--- src/rtl/id_exe_stage_if.sv ---
// id_exe_stage_if: decode-side inputs and registered ID/EXE outputs of the ID/EXE pipeline register
// master: decode/hazard side (drives ID_* and flush, observes ID_EXE_* and stall)
// slave : the id_exe_stage pipeline register itself
interface id_exe_stage_if;
  logic        ID_Valid;
  logic [4:0]  ID_Rs;
  logic [4:0]  ID_Rt;
  logic [4:0]  ID_Rd;
  logic        ID_UsesRt;
  logic        ID_RegDst;
  logic [6:0]  ID_Ctrl;
  logic [31:0] ID_ReadData1;
  logic [31:0] ID_ReadData2;
  logic [31:0] ID_Imm;
  logic        flush;
  logic [4:0]  ID_EXE_Rs;
  logic [4:0]  ID_EXE_Rt;
  logic [4:0]  ID_EXE_DstReg;
  logic [6:0]  ID_EXE_Ctrl;
  logic [31:0] ID_EXE_ReadData1;
  logic [31:0] ID_EXE_ReadData2;
  logic [31:0] ID_EXE_Imm;
  logic        stall;
  modport master (
    output ID_Valid, ID_Rs, ID_Rt, ID_Rd, ID_UsesRt, ID_RegDst, ID_Ctrl,
           ID_ReadData1, ID_ReadData2, ID_Imm, flush,
    input  ID_EXE_Rs, ID_EXE_Rt, ID_EXE_DstReg, ID_EXE_Ctrl,
           ID_EXE_ReadData1, ID_EXE_ReadData2, ID_EXE_Imm, stall
  );
  modport slave (
    input  ID_Valid, ID_Rs, ID_Rt, ID_Rd, ID_UsesRt, ID_RegDst, ID_Ctrl,
           ID_ReadData1, ID_ReadData2, ID_Imm, flush,
    output ID_EXE_Rs, ID_EXE_Rt, ID_EXE_DstReg, ID_EXE_Ctrl,
           ID_EXE_ReadData1, ID_EXE_ReadData2, ID_EXE_Imm, stall
  );
endinterface

--- src/rtl/id_exe_stage.sv ---
// id_exe_stage: ID/EXE pipeline register with load-use hazard detection and flush
// Ports: clk, rst_n (async active-low), bus (id_exe_stage_if.slave),
//        stall_count[15:0] (only when HAZARD_STATS_EN is defined: saturating stall counter)
// ID_Ctrl bit order: {RegWrite, MemRead, MemWrite, MemToReg, ALUSrc, ALUOp[1:0]}
module id_exe_stage (
  input logic clk,
  input logic rst_n,
  id_exe_stage_if.slave bus
`ifdef HAZARD_STATS_EN
  ,output logic [15:0] stall_count
`endif
);
  typedef struct packed {
    logic [4:0]  rs;
    logic [4:0]  rt;
    logic [4:0]  dst;
    logic [6:0]  ctrl;
    logic [31:0] rd1;
    logic [31:0] rd2;
    logic [31:0] imm;
  } pipe_t;
  pipe_t pipe_q, pipe_d;
  logic hazard, bubble;
  // ctrl[5] is MemRead of the instruction now in EXE; a load to $0 never hazards
  assign hazard = bus.ID_Valid && pipe_q.ctrl[5] && (pipe_q.dst != 5'd0) &&
                  ((pipe_q.dst == bus.ID_Rs) || (bus.ID_UsesRt && (pipe_q.dst == bus.ID_Rt)));
  // a flushed decode instruction is discarded anyway, so it never needs to stall
  assign bus.stall = hazard && !bus.flush;
  assign bubble = bus.flush || bus.stall || !bus.ID_Valid;
  always_comb begin
    pipe_d = '0;
    if (!bubble) begin
      pipe_d.rs   = bus.ID_Rs;
      pipe_d.rt   = bus.ID_Rt;
      pipe_d.dst  = bus.ID_RegDst ? bus.ID_Rd : bus.ID_Rt;
      pipe_d.ctrl = bus.ID_Ctrl;
      pipe_d.rd1  = bus.ID_ReadData1;
      pipe_d.rd2  = bus.ID_ReadData2;
      pipe_d.imm  = bus.ID_Imm;
    end
  end
  always_ff @(posedge clk or negedge rst_n)
    if (!rst_n) pipe_q <= '0;
    else        pipe_q <= pipe_d;
  assign bus.ID_EXE_Rs        = pipe_q.rs;
  assign bus.ID_EXE_Rt        = pipe_q.rt;
  assign bus.ID_EXE_DstReg    = pipe_q.dst;
  assign bus.ID_EXE_Ctrl      = pipe_q.ctrl;
  assign bus.ID_EXE_ReadData1 = pipe_q.rd1;
  assign bus.ID_EXE_ReadData2 = pipe_q.rd2;
  assign bus.ID_EXE_Imm       = pipe_q.imm;
`ifdef HAZARD_STATS_EN
  logic [15:0] cnt_q, cnt_d;
  assign cnt_d = (bus.stall && (cnt_q != 16'hFFFF)) ? cnt_q + 16'd1 : cnt_q;
  always_ff @(posedge clk or negedge rst_n)
    if (!rst_n) cnt_q <= '0;
    else        cnt_q <= cnt_d;
  assign stall_count = cnt_q;
`endif
endmodule

--- src/flat_wrapper.sv ---
// flat-port wrapper written by rule: the top's interface ports become plain ports
module id_exe_stage_flat 
  (clk, rst_n, bus_ID_Valid, bus_ID_Rs, bus_ID_Rt, bus_ID_Rd, bus_ID_UsesRt, bus_ID_RegDst, bus_ID_Ctrl, bus_ID_ReadData1, bus_ID_ReadData2, bus_ID_Imm, bus_flush, bus_ID_EXE_Rs, bus_ID_EXE_Rt, bus_ID_EXE_DstReg, bus_ID_EXE_Ctrl, bus_ID_EXE_ReadData1, bus_ID_EXE_ReadData2, bus_ID_EXE_Imm, bus_stall);
  id_exe_stage_if bus_i ();
  input logic clk;
  input logic rst_n;
  input wire logic [$bits(bus_i.ID_Valid)-1:0] bus_ID_Valid;
  input wire logic [$bits(bus_i.ID_Rs)-1:0] bus_ID_Rs;
  input wire logic [$bits(bus_i.ID_Rt)-1:0] bus_ID_Rt;
  input wire logic [$bits(bus_i.ID_Rd)-1:0] bus_ID_Rd;
  input wire logic [$bits(bus_i.ID_UsesRt)-1:0] bus_ID_UsesRt;
  input wire logic [$bits(bus_i.ID_RegDst)-1:0] bus_ID_RegDst;
  input wire logic [$bits(bus_i.ID_Ctrl)-1:0] bus_ID_Ctrl;
  input wire logic [$bits(bus_i.ID_ReadData1)-1:0] bus_ID_ReadData1;
  input wire logic [$bits(bus_i.ID_ReadData2)-1:0] bus_ID_ReadData2;
  input wire logic [$bits(bus_i.ID_Imm)-1:0] bus_ID_Imm;
  input wire logic [$bits(bus_i.flush)-1:0] bus_flush;
  output wire logic [$bits(bus_i.ID_EXE_Rs)-1:0] bus_ID_EXE_Rs;
  output wire logic [$bits(bus_i.ID_EXE_Rt)-1:0] bus_ID_EXE_Rt;
  output wire logic [$bits(bus_i.ID_EXE_DstReg)-1:0] bus_ID_EXE_DstReg;
  output wire logic [$bits(bus_i.ID_EXE_Ctrl)-1:0] bus_ID_EXE_Ctrl;
  output wire logic [$bits(bus_i.ID_EXE_ReadData1)-1:0] bus_ID_EXE_ReadData1;
  output wire logic [$bits(bus_i.ID_EXE_ReadData2)-1:0] bus_ID_EXE_ReadData2;
  output wire logic [$bits(bus_i.ID_EXE_Imm)-1:0] bus_ID_EXE_Imm;
  output wire logic [$bits(bus_i.stall)-1:0] bus_stall;
  assign bus_i.ID_Valid = bus_ID_Valid;
  assign bus_i.ID_Rs = bus_ID_Rs;
  assign bus_i.ID_Rt = bus_ID_Rt;
  assign bus_i.ID_Rd = bus_ID_Rd;
  assign bus_i.ID_UsesRt = bus_ID_UsesRt;
  assign bus_i.ID_RegDst = bus_ID_RegDst;
  assign bus_i.ID_Ctrl = bus_ID_Ctrl;
  assign bus_i.ID_ReadData1 = bus_ID_ReadData1;
  assign bus_i.ID_ReadData2 = bus_ID_ReadData2;
  assign bus_i.ID_Imm = bus_ID_Imm;
  assign bus_i.flush = bus_flush;
  assign bus_ID_EXE_Rs = bus_i.ID_EXE_Rs;
  assign bus_ID_EXE_Rt = bus_i.ID_EXE_Rt;
  assign bus_ID_EXE_DstReg = bus_i.ID_EXE_DstReg;
  assign bus_ID_EXE_Ctrl = bus_i.ID_EXE_Ctrl;
  assign bus_ID_EXE_ReadData1 = bus_i.ID_EXE_ReadData1;
  assign bus_ID_EXE_ReadData2 = bus_i.ID_EXE_ReadData2;
  assign bus_ID_EXE_Imm = bus_i.ID_EXE_Imm;
  assign bus_stall = bus_i.stall;
  id_exe_stage u_core (.clk(clk), .rst_n(rst_n), .bus(bus_i));
endmodule
--- config.mk ---
export PLATFORM = sky130hd
export DESIGN_NAME = id_exe_stage_flat
export DESIGN_NICKNAME = d
export VERILOG_FILES = /design/src/rtl/id_exe_stage_if.sv /design/src/rtl/id_exe_stage.sv /design/src/flat_wrapper.sv
export SDC_FILE = /design/constraint.sdc
export NUM_CORES = 1
export LEC_CHECK = 0
export CORE_UTILIZATION = 37
export CTS_CLUSTER_DIAMETER = 80
export DETAILED_ROUTE_END_ITERATION = 10
export PLACE_DENSITY = 0.77
export SLEW_MARGIN = 5
export SYNTH_ARGS = -nofsm -noshare
export SYNTH_HDL_FRONTEND = slang
export SYNTH_SLANG_ARGS = --single-unit
--- constraint.sdc ---
create_clock -name clk -period 1.9 [get_ports clk]
set_clock_uncertainty 0.05 [all_clocks]
set_input_delay 0.38 -clock clk [delete_from_list [all_inputs] [get_ports clk]]
set_output_delay 0.38 -clock clk [all_outputs]
set_load 0.02 [all_outputs]
==> results.txt <==
----------------------------------------------------
[Cells and area]
  Fraction of final layout cells sized beyond drive strength 1 ... 29.48%
  Final standard cell utilization of the core ... 67.61%
  Nets ... 804
  Final antenna diode count ... 0
  Area growth from synthesis to layout ... 75.40%

[Die]
  Placement row count ... 41
  Horizontal die dimension ... 117.4 µm
  Starting density of the core ... 38.54%
  Die extent in y ... 117.4 µm
  Top-level port count ... 243
  Die area ... 13,770 µm²
  Std-Cell Core Area ... 12,770 µm²

[Setup path]
  Cell with the biggest individual delay on the critical path ... dfrtp_2
  Setup Crit Path Kind ... reg2out
  Largest stage delay, worst path ... 0.40 ns
  CP endpoint kind ... output port
  Data arrival time of the critical path ... 1.81 ns
  Worst R2R End ... u_core.bus.ID_EXE_DstReg[1]
  Worst-path maximum fanout ... 2
  Number of cells on the worst reg-to-reg path ... 5
  Worst path required time ... 1.47 ns
  Flop-to-flop setup slack ... 0 ns
  Cell-by-cell listing of the critical path ... or3_4 > o311a_4 > and3b_1 > buf_6
  Worst setup SP type ... flip-flop
  Launch point of the worst reg-to-reg path ... u_core.bus.ID_EXE_DstReg[0]

[STA]
  Fin. Hold Viols ... 0
  Max-slew violations ... 0
  Post-route minimum period ... 2.239 ns
  Post-route clock period utilization ... 117.9%
  Worst-margin pin slew ... 0.4241 ns
  Hold Worst Slack ... 0.4092 ns
  Setup slack after layout ... -0.3394 ns
  Worst-case headroom to the max-slew limit ... 71.72%
  Highest achievable clock rate ... 0.4465 GHz
  Unrepaired setup endpoints after global routing ... yes
  Final count of negative-setup-slack endpoints ... 1

[Route]
  Total wirelength of the detailed-routed design ... 15,610 µm
  Drt first-iter violations ... 211
  DRC violation count after routing ... 0
  Vias after detailed routing ... 4,084
  DR pass1 iterations ... 5
  Vias per std cell ... 4.727
  ANT nets after route ... 0
  Routed length per instance ... 18.06 µm

[Logic synthesis]
  Count of different cell masters after synthesis ... 21
  Total number of yosys warnings ... 0
  Fraction of post-synthesis cell area in the top cell type by area ... 59.97%
  Sequential area share after synthesis ... 59.97%
  Synth top cells by count ... dfrtp_1 (118), nand2_1 (115), a21oi_2 (110), clkbuf_1 (14), buf_2 (12)
  Total of flip-flops plus latches after synthesis ... 118
  Cell with the most instances after synthesis ... dfrtp_1
  Synthesized Nets ... 538
  Number of enable flip-flop cells after synthesis ... 0
  FFs w/ async S/R, synth ... 100.0%
  Total standard cell area after synthesis ... 4923 µm²
  Post-synthesis instance total ... 414
  Per-instance average area after synthesis ... 11.89 µm²
  Leading cell types by total area after synthesis ... dfrtp_1 (60%), a21oi_2 (20%), nand2_1 (8.8%)
  Primary flip-flop cell chosen by synthesis mapping ... dfrtp_1
  Library cell with the largest summed area after synthesis ... dfrtp_1

[Clocking]
  Clock insertion delay at the later pin of the skew report ... 0.41 ns
  Number of H-tree branching levels ... 4
  CTS tree ... yes
  Clock input transition at the sequential cells of the worst setup and hold paths ... 0.05 ns
  Number of clock buffers inserted by TritonCTS ... 17
  Clock buffer depth ... 2
  CTS Root Buffer Type ... clkbuf_16
  Clock net sink count ... 118

[Worst hold path]
  HP Class ... in2async

[Global route]
  Largest net degree at the start of global routing ... 53
  Total global routing overflow ... 0
  Aggregate global-route resource usage ... 21.30%
  Vias in the first global route ... 4,324
  Number of antenna violations at the first check in global routing ... 0
  First-pass GRT wire length ... 22,650 µm

[Power and ir drop]
  Max rail drop VDD ... 544.6 µV
  Overall power consumption ... 7.024 mW
  PwrDens ... 813.3 nW/µm²
  Leak ... 3.639 nW

[Placed design]
  Half-perimeter wire length after detailed placement ... 8928 µm
  Gpl congestion ... 0.7559
  Buffers added on ports ... 242

[Run status]
  Result of the run ... finished, violations left
  Violated checks ... setup timing

[Flow run]
  MaxCap Viol Count ... 0

----------------------------------------------------
-- state kept, by name (all words and copies together) (netlist names) --
register / flops
u_core.bus.ID_EXE_Imm: 32
u_core.bus.ID_EXE_Ctrl: 7
u_core.bus.ID_EXE_DstReg: 5
u_core.bus.ID_EXE_ReadData2: 32
u_core.bus.ID_EXE_Rt: 5
u_core.bus.ID_EXE_Rs: 5
u_core.bus.ID_EXE_ReadData1: 32
-- worst max-delay path: cells and delay by family (launching register included) --
| kind | cells | cell delay (ns) |
|---|---|---|
| AOI/OAI and AO/OA | 1 | 0.32 |
| buffers and inverters | 1 | 0.13 |
| DFF | 1 | 0.40 |
| and+or+nand+nor | 2 | 0.56 |
-- cells in the final DEF, fill, tap and decap left out --
master,Yosys,routed
clkdlybuf4s50_1,0,235
nand2_1,115,115
dfrtp_1,118,115
a21oi_2,110,111
clkbuf_16,0,23
buf_4,0,21
buf_16,0,8
buf_6,2,6
xnor2_2,0,5
xnor2_1,10,5
mux2i_1,5,5
a211oi_2,0,5
buf_12,3,5
clkbuf_8,0,4
dlygate4sd2_1,0,4
bufinv_16,0,3
clkinv_2,0,3
dfrtp_2,0,3
a21oi_1,3,2
clkbuf_1,14,2
nand3_2,0,1
nand4_1,1,1
o22ai_4,0,1
or3_4,0,1
o311a_4,1,1
nor2b_4,0,1
nand2b_1,1,1
and3b_1,1,1
clkinv_4,0,1
clkinvlp_4,0,1
dlygate4sd3_1,0,1
dlymetal6s2s_1,0,1
-- power breakdown --
| group | switching [mW] | total (mW) | internal, mW |
|---|---|---|---|
| Clock | 1.09 | 3.28 | 2.19 |
| Sequential | 0.0315 | 2.64 | 2.61 |
| Combinational | 0.520 | 1.10 | 0.581 |
-- worst max path at each step --
| stage | start | endpoint | slack (ns) | cells past startpoint |
|---|---|---|---|---|
| floorplan | u_core.bus.ID_EXE_DstReg[4] | bus_stall | -0.08 | 4 |
| global placement | bus_ID_Rt[2] | bus_stall | -0.68 | 6 |
| detailed placement | bus_ID_Rt[4] | bus_stall | -0.71 | 6 |
| CTS | u_core.bus.ID_EXE_DstReg[0] | bus_stall | -0.37 | 4 |
| global route | u_core.bus.ID_EXE_DstReg[4] | bus_stall | -0.38 | 4 |
| finish | u_core.bus.ID_EXE_DstReg[0] | bus_stall | -0.34 | 4 |
-- what timing repair did --
| item | 4_1_cts | 5_1_grt |
|---|---|---|
| endpoints found under the setup margin | 119 | 115 |
| hold endpoints to repair | 28 | 0 |
| cloned | 4 | 10 |
| hold buffers | 1 | 0 |
| buffers inserted | 3 | 2 |
| pin swaps | 1 | 4 |
| resized for setup | 23 | 14 |
-- cell families after synthesis --
logic type / count (synthesis) / synth area share (%)
mux: 5 / 1.017
buf+inv: 40 / 6.480
compound gates: 120 / 21.19
flops: 118 / 59.97
xor+xnor: 10 / 1.779
simple gates: 121 / 9.555
-- final cells by class --
type,count,area [µm²]
timing repair buffer,287,3105
clock inverter,8,121.4
sequential,118,2957
fill,919,4138
multi-input combinational,256,1749
tap,172,215.2
clock buffer,23,488.0
-- per-stage QoR --
step / cells / area [µm²] / setup TNS (ns) / setup slack (ns)
after floorplan: 414 / 4926 / -0.07882 / -0.07882
after global placement: 813 / 7551 / -39.63 / -0.6838
after detailed placement: 813 / 7551 / -44.23 / -0.7066
after CTS: 852 / 8352 / -0.5479 / -0.3742
after global routing: 864 / 8636 / -0.5607 / -0.3791
final: 864 / 8636 / -0.3394 / -0.3394
-- metal layers --
| metal | up-vias | global-route usage (%) | wire [µm] |
|---|---|---|---|
| li1 | 1902 | - | - |
| met1 | 1991 | 23.82 | 6191 |
| met2 | 165 | 36.80 | 8115 |
| met3 | 26 | 6.761 | 943 |
| met4 | 0 | 9.821 | 355 |
| met5 | - | 0 | 0 |
(Power assumes the default switching activity.)
